`config.mk`:
```
export PLATFORM = sky130hd
export DESIGN_NAME = ticket_booking_fsm_flat
export DESIGN_NICKNAME = d
export VERILOG_FILES = /design/src/rtl/ticket_booking_fsm_pkg.sv /design/src/rtl/ticket_booking_fsm_if.sv /design/src/rtl/ticket_timeout_ctr.sv /design/src/rtl/ticket_booking_fsm.sv /design/src/flat_wrapper.sv
export SDC_FILE = /design/constraint.sdc
export NUM_CORES = 1
export LEC_CHECK = 0
export ABC_CLOCK_PERIOD_IN_PS = 2040
export BUFFER_PORTS_ARGS = -buffer_cell sky130_fd_sc_hd__buf_2
export CORE_MARGIN = 2
export CORE_UTILIZATION = 45
export CTS_BUF_LIST = sky130_fd_sc_hd__clkbuf_16
export CTS_CLUSTER_SIZE = 30
export DETAILED_ROUTE_END_ITERATION = 7
export HOLD_SLACK_MARGIN = 0.15
export PLACE_DENSITY = 0.66
export SLEW_MARGIN = 10
export SYNTH_ARGS = -nofsm -noshare
export SYNTH_HDL_FRONTEND = slang
export SYNTH_SLANG_ARGS = --single-unit
```
`constraint.sdc`:
```
create_clock -name clk -period 2.04 [get_ports clk]
set_input_delay 0.204 -clock clk [delete_from_list [all_inputs] [get_ports clk]]
set_output_delay 0.204 -clock clk [all_outputs]
set_load 0.02 [all_outputs]
```
`src/rtl/ticket_booking_fsm_pkg.sv`:
```
// ============================================================================
//  Module      : ticket_pkg
//  Description : Shared types and defaults for the ticket booking controller.
//                Holds the FSM state encoding, the default price / coin /
//                credit-width constants (also consumed by the display block)
//                and a saturating add helper.
//  Revision    : 1.0 - initial release
// ============================================================================
`default_nettype none

package ticket_pkg;

    typedef enum logic [1:0] {
        IDLE     = 2'd0,
        COLLECT  = 2'd1,
        DISPENSE = 2'd2,
        REFUND   = 2'd3
    } state_t;

    localparam int c_DEFAULT_PRICE    = 30;
    localparam int c_DEFAULT_COIN     = 10;
    localparam int c_DEFAULT_CREDIT_W = 8;

    // a + b clamped to max, written so the intermediate sum never wraps.
    function automatic int unsigned sat_add(input int unsigned a,
                                            input int unsigned b,
                                            input int unsigned max);
        if ((b >= max) || (a > (max - b)))
            return max;
        return a + b;
    endfunction

endpackage

`default_nettype wire

```
`src/rtl/ticket_booking_fsm_if.sv`:
```
// ============================================================================
//  Module      : ticket_booking_fsm_if
//  Description : Bundle of debounced button pulses (toward the controller)
//                and the display/dispenser outputs (from the controller).
//                master : pulse source / output consumer
//                slave  : the booking controller
//  Revision    : 1.0 - initial release
// ============================================================================
`default_nettype none

interface ticket_booking_fsm_if #(
    parameter int CREDIT_W = 8,
    parameter int SEAT_W   = 5
);
    logic                book_pulse;
    logic                coin_pulse;
    logic                confirm_pulse;
    logic                cancel_pulse;
    logic                ticket_out;
    logic                change_valid;
    logic [CREDIT_W-1:0] change_out;
    logic [CREDIT_W-1:0] credit;
    logic [SEAT_W-1:0]   seats_left;
    logic                sold_out;
    logic                busy;

    modport master (
        output book_pulse, coin_pulse, confirm_pulse, cancel_pulse,
        input  ticket_out, change_valid, change_out, credit,
               seats_left, sold_out, busy
    );

    modport slave (
        input  book_pulse, coin_pulse, confirm_pulse, cancel_pulse,
        output ticket_out, change_valid, change_out, credit,
               seats_left, sold_out, busy
    );
endinterface

`default_nettype wire

```
`src/rtl/ticket_timeout_ctr.sv`:
```
// ============================================================================
//  Module      : ticket_timeout_ctr
//  Description : Loadable up-counter with clear, enable and terminal-count
//                flag. Stops at TIMEOUT_CYCLES-1 so the flag stays asserted
//                until the owner clears it.
//  Ports       : clk, rst      - clock, synchronous active-high reset
//                i_clr         - force count to 0 (highest priority)
//                i_load/_val   - load an arbitrary count
//                i_en          - count up by one
//                o_tc          - count == TIMEOUT_CYCLES-1
//  Revision    : 1.0 - initial release
// ============================================================================
`default_nettype none

module ticket_timeout_ctr #(
    parameter int TIMEOUT_CYCLES = 1000000
) (
    input  wire                               clk,
    input  wire                               rst,
    input  wire                               i_clr,
    input  wire                               i_load,
    input  wire [$clog2(TIMEOUT_CYCLES)-1:0]  i_load_val,
    input  wire                               i_en,
    output logic                              o_tc
);
    localparam int CNT_W = $clog2(TIMEOUT_CYCLES);

    logic [CNT_W-1:0] r_count;

    always_ff @(posedge clk) begin
        if (rst || i_clr)
            r_count <= '0;
        else if (i_load)
            r_count <= i_load_val;
        else if (i_en && !o_tc)
            r_count <= r_count + CNT_W'(1);
    end

    assign o_tc = (r_count == CNT_W'(TIMEOUT_CYCLES - 1));

endmodule

`default_nettype wire

```
`src/rtl/ticket_booking_fsm.sv`:
```
// ============================================================================
//  Module      : ticket_booking_fsm
//  Description : Ticket sales controller. Takes a booking, accumulates coin
//                credit, dispenses a ticket on confirm (with change) or
//                refunds on cancel / inactivity timeout. Seat pool is finite
//                and only restored by reset.
//  Ports       : clk, rst - clock, synchronous active-high reset
//                bus      - slave side of ticket_booking_fsm_if (pulses in,
//                           ticket/change/credit/seat status out)
//  Revision    : 1.0 - initial release
// ============================================================================
`default_nettype none

module ticket_booking_fsm
    import ticket_pkg::*;
#(
    parameter int NUM_SEATS      = 16,
    parameter int TICKET_PRICE   = c_DEFAULT_PRICE,
    parameter int COIN_VALUE     = c_DEFAULT_COIN,
    parameter int CREDIT_W       = c_DEFAULT_CREDIT_W,
    parameter int TIMEOUT_CYCLES = 1000000
) (
    input  wire                   clk,
    input  wire                   rst,
    ticket_booking_fsm_if.slave   bus
);
    localparam int SEAT_W = $clog2(NUM_SEATS + 1);
    localparam int unsigned c_CREDIT_MAX = (2 ** CREDIT_W) - 1;

    state_t              r_state, w_state_nxt;
    logic [CREDIT_W-1:0] r_credit, w_credit_nxt;
    logic [SEAT_W-1:0]   r_seats, w_seats_nxt;
    logic                r_ticket, w_ticket_nxt;
    logic                r_chg_valid, w_chg_valid_nxt;
    logic [CREDIT_W-1:0] r_chg, w_chg_nxt;
    logic                r_busy;
    logic                r_sold_out;

    logic                w_ctr_clr, w_ctr_en, w_ctr_tc;
    logic [CREDIT_W-1:0] w_credit_plus;
    logic [CREDIT_W-1:0] w_change;
    logic [CREDIT_W-1:0] w_refund;

    ticket_timeout_ctr #(
        .TIMEOUT_CYCLES (TIMEOUT_CYCLES)
    ) u_timeout (
        .clk        (clk),
        .rst        (rst),
        .i_clr      (w_ctr_clr),
        .i_load     (1'b0),
        .i_load_val ('0),
        .i_en       (w_ctr_en),
        .o_tc       (w_ctr_tc)
    );

    assign w_credit_plus = CREDIT_W'(sat_add(32'(r_credit), COIN_VALUE, c_CREDIT_MAX));
    assign w_change      = r_credit - CREDIT_W'(TICKET_PRICE);
    // A coin arriving with cancel still counts toward the refund.
    assign w_refund      = bus.coin_pulse ? w_credit_plus : r_credit;

    always_comb begin
        w_state_nxt     = r_state;
        w_credit_nxt    = r_credit;
        w_seats_nxt     = r_seats;
        w_ticket_nxt    = 1'b0;
        w_chg_valid_nxt = 1'b0;
        w_chg_nxt       = '0;
        w_ctr_clr       = 1'b0;
        w_ctr_en        = 1'b0;

        case (r_state)
            IDLE: begin
                if (bus.book_pulse && !r_sold_out) begin
                    w_state_nxt  = COLLECT;
                    w_credit_nxt = '0;
                    w_ctr_clr    = 1'b1;
                end
            end
            COLLECT: begin
                w_ctr_en = 1'b1;
                if (bus.cancel_pulse) begin
                    w_state_nxt     = REFUND;
                    w_credit_nxt    = '0;
                    w_chg_valid_nxt = (w_refund != '0);
                    w_chg_nxt       = w_refund;
                end else if (bus.coin_pulse) begin
                    // Coin wins over a simultaneous confirm; confirm is dropped.
                    w_credit_nxt = w_credit_plus;
                    w_ctr_clr    = 1'b1;
                end else if (bus.confirm_pulse &&
                             (r_credit >= CREDIT_W'(TICKET_PRICE))) begin
                    w_state_nxt     = DISPENSE;
                    w_ticket_nxt    = 1'b1;
                    w_chg_valid_nxt = (w_change != '0);
                    w_chg_nxt       = w_change;
                    w_seats_nxt     = r_seats - SEAT_W'(1);
                end else if (w_ctr_tc) begin
                    w_state_nxt     = REFUND;
                    w_credit_nxt    = '0;
                    w_chg_valid_nxt = (r_credit != '0);
                    w_chg_nxt       = r_credit;
                end
            end
            DISPENSE: begin
                w_state_nxt  = IDLE;
                w_credit_nxt = '0;
            end
            REFUND: begin
                w_state_nxt = IDLE;
            end
            default: w_state_nxt = IDLE;
        endcase
    end

    always_ff @(posedge clk) begin
        if (rst) begin
            r_state     <= IDLE;
            r_credit    <= '0;
            r_seats     <= SEAT_W'(NUM_SEATS);
            r_ticket    <= 1'b0;
            r_chg_valid <= 1'b0;
            r_chg       <= '0;
            r_busy      <= 1'b0;
            r_sold_out  <= 1'b0;
        end else begin
            r_state     <= w_state_nxt;
            r_credit    <= w_credit_nxt;
            r_seats     <= w_seats_nxt;
            r_ticket    <= w_ticket_nxt;
            r_chg_valid <= w_chg_valid_nxt;
            r_chg       <= w_chg_nxt;
            r_busy      <= (w_state_nxt != IDLE);
            r_sold_out  <= (w_seats_nxt == '0);
        end
    end

    assign bus.ticket_out   = r_ticket;
    assign bus.change_valid = r_chg_valid;
    assign bus.change_out   = r_chg;
    assign bus.credit       = r_credit;
    assign bus.seats_left   = r_seats;
    assign bus.sold_out     = r_sold_out;
    assign bus.busy         = r_busy;

endmodule

`default_nettype wire

```
`src/flat_wrapper.sv`:
```
// flat-port wrapper written by rule: the top's interface ports become plain ports
module ticket_booking_fsm_flat import ticket_pkg::*;
#(
    parameter int NUM_SEATS      = 16,
    parameter int TICKET_PRICE   = c_DEFAULT_PRICE,
    parameter int COIN_VALUE     = c_DEFAULT_COIN,
    parameter int CREDIT_W       = c_DEFAULT_CREDIT_W,
    parameter int TIMEOUT_CYCLES = 1000000
)
  (clk, rst, bus_book_pulse, bus_coin_pulse, bus_confirm_pulse, bus_cancel_pulse, bus_ticket_out, bus_change_valid, bus_change_out, bus_credit, bus_seats_left, bus_sold_out, bus_busy);
  ticket_booking_fsm_if #(.CREDIT_W(CREDIT_W), .SEAT_W(($clog2(NUM_SEATS + 1)))) bus_i ();
  input  wire clk;
  input  wire rst;
  input wire logic [$bits(bus_i.book_pulse)-1:0] bus_book_pulse;
  input wire logic [$bits(bus_i.coin_pulse)-1:0] bus_coin_pulse;
  input wire logic [$bits(bus_i.confirm_pulse)-1:0] bus_confirm_pulse;
  input wire logic [$bits(bus_i.cancel_pulse)-1:0] bus_cancel_pulse;
  output wire logic [$bits(bus_i.ticket_out)-1:0] bus_ticket_out;
  output wire logic [$bits(bus_i.change_valid)-1:0] bus_change_valid;
  output wire logic [$bits(bus_i.change_out)-1:0] bus_change_out;
  output wire logic [$bits(bus_i.credit)-1:0] bus_credit;
  output wire logic [$bits(bus_i.seats_left)-1:0] bus_seats_left;
  output wire logic [$bits(bus_i.sold_out)-1:0] bus_sold_out;
  output wire logic [$bits(bus_i.busy)-1:0] bus_busy;
  assign bus_i.book_pulse = bus_book_pulse;
  assign bus_i.coin_pulse = bus_coin_pulse;
  assign bus_i.confirm_pulse = bus_confirm_pulse;
  assign bus_i.cancel_pulse = bus_cancel_pulse;
  assign bus_ticket_out = bus_i.ticket_out;
  assign bus_change_valid = bus_i.change_valid;
  assign bus_change_out = bus_i.change_out;
  assign bus_credit = bus_i.credit;
  assign bus_seats_left = bus_i.seats_left;
  assign bus_sold_out = bus_i.sold_out;
  assign bus_busy = bus_i.busy;
  ticket_booking_fsm #(.NUM_SEATS(NUM_SEATS), .TICKET_PRICE(TICKET_PRICE), .COIN_VALUE(COIN_VALUE), .CREDIT_W(CREDIT_W), .TIMEOUT_CYCLES(TIMEOUT_CYCLES)) u_core (.clk(clk), .rst(rst), .bus(bus_i));
endmodule
```
### Word level (Yosys, flattened, before mapping)

Index checks and enable logic that the tools add are counted.

* flip-flop bits (word level): 47
* logic and storage cells: 74
* input port bits: 6

* bitwise logic cells: 1
* muxes and demuxes: 34
* reduce and logical (&&, ||, !) cells: 17
* add/subtract/negate cells: 4
* $lt $le $gt $ge: 2
* equal/unequal tests: 7

Operators by type and width (number)
* two-way mux 8 bit: 12
* one-hot mux 8 bit (3 select lines): 1
* nonzero test 8 bit: 3
* adder 20 x 1 -> 20 bit (second input constant): 1
* == test 20 bit (second input constant): 1
* two-way mux 5 bit: 4
* two-way mux 1 bit: 10
* two-way mux 2 bit: 5
* adder 8 x 4 -> 8 bit (second input constant): 1
* greater-or-equal comparator 8 x 5 -> 1 bit (second input constant): 1
* > comparator 8 bit (second input constant): 1
* != test 4 bit (second input constant): 2
* subtractor 8 x 5 -> 8 bit (second input constant): 1
* one-hot mux 2 bit (3 select lines): 1
* zero test 5 bit: 1
* subtractor 5 x 1 -> 5 bit (second input constant): 1
* == test 2 bit (second input constant): 2
* AND reduction 4 bit: 1
* OR reduction 2 bit: 2
* OR reduction 4 bit: 1
* logical AND 1 bit: 3
* nonzero test 3 bit: 1
* == test 2 x 1 -> 1 bit (second input constant): 1
* zero test 1 bit: 2
* 6 further kinds: 6

### Logic depth before layout (Yosys ltp)

* depth in word-level cells: 7
* gate-level depth with buffers: 8

### By module

From an unflattened synthesis, not the netlist that was laid out.

* cells, all modules: 368
* area total of the unflattened synthesis: 2992.9 um^2

Modules (own cells, without submodules)
* ticket_booking_fsm: cells each 228, instances 1, area each 1767.9 um^2, sequential area each 540.5 um^2
* ticket_timeout_ctr: cells each 140, instances 1, area each 1224.9 um^2, sequential area each 400.4 um^2

### Least setup slack after synthesis

Ideal clock, no wire load.

* path type: register to register
* start: register u_core.r_credit[2] (netlist: u_core.bus.credit[2])
* end: register u_core.r_chg_valid (netlist: u_core.bus.change_valid)
* data arrival time: 1.912 ns
* clock period less this slack: 2.038 ns
* path buffers: 1
* required time: 1.914 ns
* cell stages (with the launch flop): 8
* library setup time: 0.126 ns
* setup slack: 0.002 ns
* cell sequence: dfxtp_1 ha_1 clkbuf_1 nor3b_1 a2111oi_0 o311ai_0 nor4_1 o22ai_1

* longest elaborated chain between the ends: 6

Ends and longest elaborated chain
* from (decl): RTL line ticket_booking_fsm.sv:31 `logic [CREDIT_W-1:0] r_credit, w_credit_nxt;`
* from (signal assigned): RTL line ticket_booking_fsm.sv:127 `r_credit <= w_credit_nxt;`
* > comparator 8 bit: RTL line ticket_booking_fsm_pkg.sv:28 `if ((b >= max) || (a > (max - b)))`
* two-way mux 8 bit or two-way mux 1 bit (tied branches): RTL line ticket_booking_fsm_pkg.sv:28
* two-way mux 8 bit: RTL line ticket_booking_fsm_pkg.sv:30 `return a + b;`
* two-way mux 8 bit: RTL line ticket_booking_fsm.sv:59 `assign w_refund = bus.coin_pulse ? w_credit_plus : r_credit;`
* nonzero test 8 bit: RTL line ticket_booking_fsm.sv:84 `w_chg_valid_nxt = (w_refund != '0);`
* two-way mux 1 bit (*): RTL line ticket_booking_fsm.sv:81 `if (bus.cancel_pulse) begin`
* to (signal assigned): RTL line ticket_booking_fsm.sv:130 `r_chg_valid <= w_chg_valid_nxt;`
* to (decl): RTL line ticket_booking_fsm.sv:34 `logic r_chg_valid, w_chg_valid_nxt;`

Every way passes the cells marked *; elsewhere a longest branch is shown, timed or not.
A chain may end at the register's enable or synchronous reset.

### Final worst setup path

* start: register u_core.u_timeout.r_count[8]
* end: register u_core.r_credit[3] (netlist: u_core.bus.credit[3])

* longest elaborated chain between the ends: 3

Ends and longest elaborated chain
* from (decl): RTL line ticket_timeout_ctr.sv:28 `logic [CNT_W-1:0] r_count;`
* from (signal assigned): RTL line ticket_timeout_ctr.sv:34 `r_count <= i_load_val;`
* from (signal assigned): RTL line ticket_timeout_ctr.sv:36 `r_count <= r_count + CNT_W'(1);`
* == test 20 bit: RTL line ticket_timeout_ctr.sv:39 `assign o_tc = (r_count == CNT_W'(TIMEOUT_CYCLES - 1));`
* != test 4 bit (no line)
* AND reduction 4 bit (no line)

Every way passes these cells.

==> results.sh <==
export IMPL_cts_path_max_buffers=2
export IMPL_cts_tree="yes"
export IMPL_postRouteAntennaNets=0
export IMPL_worstPathArrival_ns=2.11
export IMPL_final_layout_size_suffix_gt1_share_pct=24.9
export IMPL_ys_flop_type="dfxtp_1"
export IMPL_overflow=0
export IMPL_drtIter0Drc=264
export IMPL_p_leak_uw=0.00135
export IMPL_htreeDepth=2
export IMPL_max_cap_violations=0
export IMPL_avgSynthCellArea_um2=8.29
export IMPL_antenna_found_initial=0
export IMPL_antenna_cells=0
export IMPL_yosys_register_bits=47
export IMPL_row_count=29
export IMPL_skew_ns=0.00341
export IMPL_fin_util_pct=56.6
export IMPL_mostFrequentLayoutCell="dfxtp_1"
export IMPL_setup_violations=0
export IMPL_cp_end_kind="register"
export IMPL_r2r_start="u_core.u_timeout.r_count[8]"
export IMPL_die_w_um=84.3
export IMPL_syn_inst=350
export IMPL_highest_layer="met4"
export IMPL_vias=2865
export IMPL_ios=31
export IMPL_drt_pass1_iterations=5
export IMPL_maxSlewViolCount=0
export IMPL_drc=0
export IMPL_synth_net_count=361
export IMPL_grt_pass1_wl_mm=12.7
export IMPL_cp_endpoint="u_core.bus.credit[3]"
export IMPL_setup_tns_final_ns=0
export IMPL_globalplace_congestion=0.964
export IMPL_yosys_warnings=0
export IMPL_period_share_pct=93.9
export IMPL_synth_area_um2=2900
export IMPL_clock_root_buffer="clkbuf_16"
export IMPL_period_needed_ns=1.92
export IMPL_grt_max_degree=21
export IMPL_powerDensity_nw_per_um2=616
export IMPL_peakVddDrop_mv=0.433
export IMPL_viasPerCell=5.99
export IMPL_rsz0062_at_grt="no"
export IMPL_relSlewSlack_pct=63.6
export IMPL_required_ns=2.23
export IMPL_synth_cell_types=64
export IMPL_cts_made_buffers=5
export IMPL_clk_pin_slew_ns=0.07
export IMPL_r2r_end="u_core.bus.credit[3]"
export IMPL_core_um2=6280
export IMPL_wl_met1_mm=3.71
export IMPL_wl_per_cell_um=16.3
export IMPL_initial_core_util_pct=46.2
export IMPL_die_h_um=84.3
export IMPL_hp_class="input pin to register"
export IMPL_met2_length_mm=3.49
export IMPL_clock_fmax_mhz=522
export IMPL_die_area_um2=7110
export IMPL_min_from="bus_cancel_pulse"
export IMPL_wl_met3_um=452
export IMPL_num_nets_final=411
export IMPL_worst_pin_slew_ns=0.542
export IMPL_path_class="register to register"
export IMPL_ys_async_sr_fraction_pct=0
export IMPL_r2r_worst_path_cells=6
export IMPL_synthToLayoutAreaGrowth_pct=22.4
export IMPL_yosysSeqAreaShare_pct=32.4
export IMPL_hold_depth=3
export IMPL_hpwl_mm=5.65
export IMPL_status="complete, no violations"
export IMPL_rrSetupSlack_ns=0.12
export IMPL_port_buffers=30
export IMPL_hold_violations=0
export IMPL_cp_startpoint="u_core.u_timeout.r_count[8]"
export IMPL_startpoint_type="register"
export IMPL_clock_sinks=47
export IMPL_layout_common_cells="dfxtp_1, nor2_1, buf_4"
export IMPL_cp_max_fo=6
export IMPL_grt_usage_pct=21.9
export IMPL_wl_mm=7.79
export IMPL_clk_latency_ns=0.29
export IMPL_synth_edf_count=0
export IMPL_grt_pass1_vias=2547
logic make-up (layout without fill, tap and decap cells):
family	after synthesis	in the layout	share of synthesized area (%)
AND/OR/NAND/NOR	150	150	29.3
XOR/XNOR	24	24	7.24
flip-flops	47	47	32.4
multiplexers	4	4	1.51
adder cells (fa/ha/maj)	5	5	2.16
AO/OA/AOI/OAI	85	85	22.4
buffers and inverters	35	86	5.00
critical path: stages (launching register included):
cell	delay, ns
dfxtp_1	0.35
nor4b_4	0.40
nand4_4	0.20
o311ai_4	0.28
buf_4	0.21
a21oi_2	0.08
a2111oi_4	0.30
registers in the layout (all words and copies together), names as in the netlist:
signal and count:
u_core.bus.sold_out 1, u_core.r_state 2, u_core.bus.credit 8, u_core.bus.busy 1, u_core.bus.change_valid 1, u_core.bus.change_out 8
u_core.bus.ticket_out 1, u_core.u_timeout.r_count 20, u_core.bus.seats_left 5
repair_timing:
action / in CTS / in global routing
setup buffers: 0 / 2
hold buffers: 0 / 0
gates resized for setup: 0 / 15
endpoints found under the setup margin: 0 / 8
synthesized netlist by cell type, types with 4 or more instances:
cell	count	area share (%)
dfxtp_1	47	32
nor2_1	35	4.5
nand2_1	28	3.6
nand3_1	19	3.3
a21oi_1	16	2.8
clkbuf_1	15	1.9
nor3_1	14	2.4
xor2_1	14	4.2
inv_1	13	1.7
nand4_1	10	2.2
o21ai_0	10	1.7
xnor2_1	10	3.0
a31oi_1	8	1.7
and4_1	6	1.8
a211oi_1	5	1.3
buf_2	5	0.86
ha_1	5	2.2
o211ai_1	5	1.3
or3_1	5	1.1
and2_1	4	0.86
nor2b_1	4	0.86
o31ai_1	4	1.0
layout make-up:
| class | count | area [µm²] |
|---|---|---|
| Clock inverter | 3 | 43.8 |
| Tap cell | 77 | 96.3 |
| Inverter | 13 | 48.8 |
| Clock buffer | 5 | 125 |
| Fill cell | 584 | 2730 |
| Sequential cell | 47 | 943 |
| Timing Repair Buffer | 65 | 413 |
| Multi-Input combinational cell | 268 | 1880 |
worst min-delay path by stage:
stage / endpoint / slack (ns)
floorplan: u_core.bus.ticket_out / 0.38
global placement: u_core.u_timeout.r_count[5] / 0.48
detailed placement: u_core.u_timeout.r_count[5] / 0.49
CTS: u_core.r_state[1] / 0.26
global route: u_core.r_state[1] / 0.31
finish: u_core.r_state[1] / 0.27
per-layer routing:
layer	up-vias	track usage, %
li1	1404	-
met1	1350	32.1
met2	99	33.3
met3	12	3.44
met4	0	6.45
met5	-	0
through the flow:
| stage | hold slack, ns | worst slack [ns] | total power [µW] | std cells | area [µm²] |
|---|---|---|---|---|---|
| 2_1_floorplan | 0.376 | 0.00160 | 1160 | 350 | 2900 |
| 6_report | 0.271 | 0.124 | 2190 | 478 | 3550 |
| 5_1_grt | 0.305 | 0.0166 | 2280 | 478 | 3550 |
| 4_1_cts | 0.258 | 0.00341 | 2190 | 476 | 3470 |
| 3_5_place_dp | 0.492 | 0.0130 | 1250 | 468 | 3300 |
| 3_3_place_gp | 0.483 | 0.0473 | 1250 | 468 | 3300 |
report_power, final:
part / leakage, µW / internal [µW] / switching (µW)
clock: 0.0000838 / 578 / 361
combinational: 0.000885 / 113 / 188
sequential: 0.000380 / 933 / 15.8
total: 0.00135 / 1620 / 565
(Power assumes the default switching activity.)
